===== src/rtl/fsm_pkg.sv =====
// Phase encoding shared by the sequencer arbiter and every phase-driven datapath block.
package fsm_pkg;
  typedef enum logic [1:0] {
    IDLE = 2'b00,
    S1   = 2'b01,
    S2   = 2'b10
  } phase_t;
endpackage


===== src/rtl/fsm_seq_arbiter_rr_pick.sv =====
// Combinational rotate-priority picker: first set req after index `last`, wrapping modulo NUM_REQ.
module rr_pick #(
  parameter  int NUM_REQ = 4,
  localparam int ID_W    = $clog2(NUM_REQ)
) (
  input  logic [NUM_REQ-1:0] req,
  input  logic [ID_W-1:0]    last,
  output logic [ID_W-1:0]    winner,
  output logic               any_valid
);

  // Scan farthest-to-nearest so the nearest set bit after `last` is written last and wins.
  always_comb begin
    logic [ID_W-1:0] idx;
    idx       = '0;
    winner    = '0;
    any_valid = 1'b0;
    for (int k = NUM_REQ; k >= 1; k--) begin
      idx = ID_W'((int'(last) + k) % NUM_REQ);
      if (req[idx]) begin
        winner    = idx;
        any_valid = 1'b1;
      end
    end
  end

endmodule


===== src/rtl/fsm_seq_arbiter.sv =====
// Round-robin owner of the shared IDLE->S1->S2 sequencer; latches the winner's command per operation.
// Optional FSM_ARB_LOCK_EN adds a per-requester lock input that lets the owner re-grant itself.
module fsm_seq_arbiter
  import fsm_pkg::*;
#(
  parameter  int NUM_REQ = 4,
  parameter  int CMD_W   = 2,
  localparam int ID_W    = $clog2(NUM_REQ)
) (
  input  logic                     clk,
  input  logic                     reset,
  input  logic [NUM_REQ-1:0]       req,
  input  logic [NUM_REQ*CMD_W-1:0] cmd,
`ifdef FSM_ARB_LOCK_EN
  input  logic [NUM_REQ-1:0]       lock,
`endif
  output logic [NUM_REQ-1:0]       grant,
  output logic [1:0]               phase,
  output logic [CMD_W-1:0]         seq_cmd,
  output logic                     busy,
  output logic                     done,
  output logic [ID_W-1:0]          done_id
);

  phase_t              phase_q, phase_n;
  logic [NUM_REQ-1:0]  grant_n;
  logic [CMD_W-1:0]    cmd_n;
  logic [ID_W-1:0]     last, last_n, owner, owner_n;
  logic                done_n;
  logic [ID_W-1:0]     done_id_n;
  logic [ID_W-1:0]     pick_id, win_id;
  logic                pick_any, win_ok, relock_win;
  logic [CMD_W-1:0]    cmd_arr [NUM_REQ];

  for (genvar i = 0; i < NUM_REQ; i++) begin : g_cmd
    assign cmd_arr[i] = cmd[i*CMD_W +: CMD_W];
  end

  rr_pick #(.NUM_REQ(NUM_REQ)) u_pick (
    .req       (req),
    .last      (last),
    .winner    (pick_id),
    .any_valid (pick_any)
  );

`ifdef FSM_ARB_LOCK_EN
  // Set in S2 when the owner asks to keep the sequencer; consumed by the arbitration in the done cycle.
  logic relock_q, relock_n;

  always_ff @(posedge clk or posedge reset) begin
    if (reset) relock_q <= 1'b0;
    else       relock_q <= relock_n;
  end

  assign relock_win = relock_q;
  assign win_ok     = relock_q | pick_any;
  assign win_id     = relock_q ? owner : pick_id;
`else
  assign relock_win = 1'b0;
  assign win_ok     = pick_any;
  assign win_id     = pick_id;
`endif

  always_ff @(posedge clk or posedge reset) begin
    if (reset) begin
      phase_q <= IDLE;
      grant   <= '0;
      seq_cmd <= '0;
      last    <= ID_W'(NUM_REQ - 1);
      owner   <= '0;
      done    <= 1'b0;
      done_id <= '0;
    end else begin
      phase_q <= phase_n;
      grant   <= grant_n;
      seq_cmd <= cmd_n;
      last    <= last_n;
      owner   <= owner_n;
      done    <= done_n;
      done_id <= done_id_n;
    end
  end

  always_comb begin
    phase_n   = phase_q;
    grant_n   = grant;
    cmd_n     = seq_cmd;
    last_n    = last;
    owner_n   = owner;
    done_n    = 1'b0;
    done_id_n = done_id;
`ifdef FSM_ARB_LOCK_EN
    relock_n  = relock_q;
`endif
    unique case (phase_q)
      IDLE: begin
`ifdef FSM_ARB_LOCK_EN
        relock_n = 1'b0;
`endif
        if (win_ok) begin
          phase_n = S1;
          grant_n = NUM_REQ'(1) << win_id;
          cmd_n   = cmd_arr[win_id];
          owner_n = win_id;
          if (!relock_win) last_n = win_id;
        end
      end
      S1: phase_n = S2;
      S2: begin
        phase_n   = IDLE;
        grant_n   = '0;
        done_n    = 1'b1;
        done_id_n = owner;
`ifdef FSM_ARB_LOCK_EN
        relock_n  = lock[owner] & req[owner];
`endif
      end
      default: begin
        phase_n = IDLE;
        grant_n = '0;
      end
    endcase
  end

  assign phase = phase_q;
  assign busy  = (phase_q != IDLE);

endmodule

===== config.mk =====
export PLATFORM = sky130hd
export DESIGN_NAME = fsm_seq_arbiter
export DESIGN_NICKNAME = d
export VERILOG_FILES = /design/src/rtl/fsm_pkg.sv /design/src/rtl/fsm_seq_arbiter_rr_pick.sv /design/src/rtl/fsm_seq_arbiter.sv
export SDC_FILE = /design/constraint.sdc
export NUM_CORES = 1
export LEC_CHECK = 0
export ABC_AREA = 1
export CORE_UTILIZATION = 30
export DETAILED_ROUTE_END_ITERATION = 6
export PLACE_DENSITY = 0.61
export SYNTH_ARGS = -nofsm -noshare
export SYNTH_HDL_FRONTEND = slang
export SYNTH_SLANG_ARGS = --single-unit

===== constraint.sdc =====
create_clock -name clk -period 3.9 [get_ports clk]
set_clock_uncertainty 0.15 [all_clocks]
set_input_delay 0.78 -clock clk [delete_from_list [all_inputs] [get_ports clk]]
set_output_delay 0.78 -clock clk [all_outputs]
set_load 0.02 [all_outputs]

==> flow_summary_export.csv <==
group,metric,value,unit
floorplanning,fp.dieH,58.6,um
timing,hold_viol_final,0,
global_routing,grt_busiest_layer,"met2",
timing,timing.setup.tns,0,ns
yosys,synth_fp_nets,138,
critical_path,crit_path_end_kind,"output port",
placement,io_buffers,25,
placement,place_ws,1.36,ns
clock_tree,cts-htree-levels,1,
floorplanning,core,3050,um^2
global_routing,grt_usage,12.3,%
yosys,synthSimpleGateAreaFrac,41.7,%
yosys,async_flop_share,100,%
detailed_routing,avgViaCountPerCell,4.26,
global_routing,grt_pass1_wl,3.17,mm
critical_path,critPathKind,"reg2out",
clock_tree,postCtsHoldBufs,0,
yosys,synth_top_family_by_area,"simple AND/OR/NAND/NOR gates",
global_routing,use_met3,1.32,%
yosys,synth_top_area_share,33.8,%
finish,fin_nets,167,
yosys,synth_cell_type_count,23,
floorplanning,die_x,58.6,um
global_routing,grt_overflow,0,
clock_tree,cts_tree,"built",
yosys,synth_xor_area_share,0,%
yosys,yosysMostFrequentCell,"nand2_1",
yosys,synthesis.area,962,um^2
global_routing,grtUsageMet2,21.5,%
global_routing,grt_max_degree,16,
detailed_routing,drc,0,
critical_path,cp.required,2.97,ns
pwr,vdd_drop_max,0.231,mV
global_routing,grt_pass1_vias,772,
detailed_routing,routed_wl,1.90,mm
timing,setup_viol,0,
yosys,avgSynthCellArea,7.76,um^2
timing,maxSlewViolCount,0,
yosys,ys_top_cells_by_count,"32 x nand2_1, 16 x inv_1, 14 x nand2_2",
yosys,synthAdderAreaFrac,0,%
timing,max_freq,380,MHz
critical_path,critPathLaunchType,"flip-flop",
global_routing,antenna_found_initial,0,
timing,slew_headroom,65.0,%
yosys,synth.area.top_cells,"dfrtp_1 34%, nand2_1 12%, nand2_2 9.1%, inv_1 6.2%, nand2_4 5.9%",
critical_path,critPathSlowestCell,"clkdlybuf4s50_1",
detailed_routing,num_vias,835,
critical_path,crit_arrival,1.70,ns
critical_path,cp_max_fo,5,
clock_tree,clock_tree.root_cell,"clkbuf_4",
placement,globalplace.congestion,0.735,
yosys,synth_seq_area_share,39.3,%
run_status,outcome,"finished clean",
detailed_routing,routedWlPerCell,9.71,um
floorplanning,initial_utilization,31.5,%
clock_tree,cts_buffers,3,
clock_tree,cts_resized,0,
pwr,p_leak,0.647,nW
placement,placed_area,1260,um^2
clock_tree,clock_sinks,15,
yosys,syn_inst,124,
clock_tree,cts_buffer_depth,2,
timing,rsz0062_at_grt,"no",
pwr,powerDensity,994,nW/um^2
yosys,synth_edf_count,0,
global_routing,met1_usage,14.5,%
yosys,synth_seq_cells,15,
floorplanning,dieArea,3440,um^2
yosys,synth_flop_cell,"dfrtp_1",
timing,worstMarginPinSlew,0.525,ns
critical_path,path_delay_family,"buffers and inverters",
timing,fin_ws,1.27,ns
clock_tree,cts_setup_buffers,0,
clock_tree,clkTransAtPathRegs,0.08,ns
worst_hold_path,hp-class,"reg2reg",
finish,diodes,0,
detailed_routing,first_pass_iters,4,
timing,fin_crit_sh,67.5,%
critical_path,crit_buf_inv,2,
detailed_routing,drtAntennaViolNets,0,
yosys,synth_compound_area_share,8.19,%
finish,drive_above_1_share,25.0,%
finish,syn2layout_area_growth,33.3,%
finish,fin_area,1280,um^2
floorplanning,ios,26,
yosys,synthMuxAreaShare,0,%
yosys,synth_top_area_cell,"dfrtp_1",
placement,place.detailed.hpwl,1.58,mm
timing,period_minus_slack,2.63,ns
detailed_routing,drt_iter0_markers,31,
critical_path,worstPathCellList,"nor2_1, inv_1, clkdlybuf4s50_1",
yosys,yosysWarnings,0,
flow_run,drv_cap,0,
floorplanning,row_count,20,
critical_path,slowest_delay,0.55,ns
clock_tree,clk_latency,0.28,ns
## cell type report
cell class | instances | area (um^2)
repair buffers | 25 | 250
fillers | 321 | 1770
flip-flops and latches | 15 | 378
clock buffers | 4 | 26.3
multi-input cells | 86 | 480
inverters | 22 | 92.6
well taps | 44 | 55.1
## state kept, by name, indices dropped and copies added (netlist names)
register  count
last          2
phase         2
done          1
seq_cmd       2
done_id       2
owner         2
grant         4
## tightest hold or removal path: cells and delay by family (launching register included)
| family | cells | cell delay (ns) |
|---|---|---|
| DFF | 1 | 0.35 |
| and+or+nand+nor | 2 | 0.11 |
## per-layer routing
metal	wire, um	vias to the layer above
met5	0	-
met4	42	0
met3	76	4
met2	934	21
met1	852	366
li1	-	444
## where the power goes
group          switching (W)  total [W]  internal (W)
sequential         0.0000548   0.000293      0.000238
combinational       0.000556   0.000895      0.000339
clock              0.0000469  0.0000866     0.0000397
total               0.000657    0.00127      0.000617
## final timing paths
check	slack, ns	to	startpoint	depth (start not counted)
max reg2reg	1.95	seq_cmd[1]	last[0]	13
max	1.27	busy	phase[1]	3
max in group asynchronous	2.55	last[0]	reset	2
min	0.33	grant[1]	grant[1]	2
min in group asynchronous	0.69	done_id[0]	reset	2
min reg2reg	0.33	grant[1]	grant[1]	2
## cell families after synthesis
| logic type | Yosys count |
|---|---|
| compound gates | 13 |
| buf+inv | 23 |
| flops | 15 |
| simple gates | 73 |
## through the flow
step | hold slack [ns] | power (W) | util, % | instances
after floorplan | 0.328 | 0.000980 | - | 124
after global placement | 0.310 | 0.00119 | 41.1 | 192
after detailed placement | 0.319 | 0.00120 | 41.1 | 192
after CTS | 0.339 | 0.00129 | 42.0 | 196
after global routing | 0.371 | 0.00139 | 42.0 | 196
final | 0.334 | 0.00127 | 42.0 | 196
## cells in the final DEF, fill, tap and decap left out, drive strengths merged
cell           instances
nand2                 51
clkdlybuf4s50         25
inv                   22
dfrtp                 13
nand3                 13
nor2                   8
o21ai                  6
a21oi                  4
clkbuf                 4
a22o                   2
dfstp                  2
a21boi                 1
nand3b                 1
No activity file was read; power rests on OpenSTA's default activity.
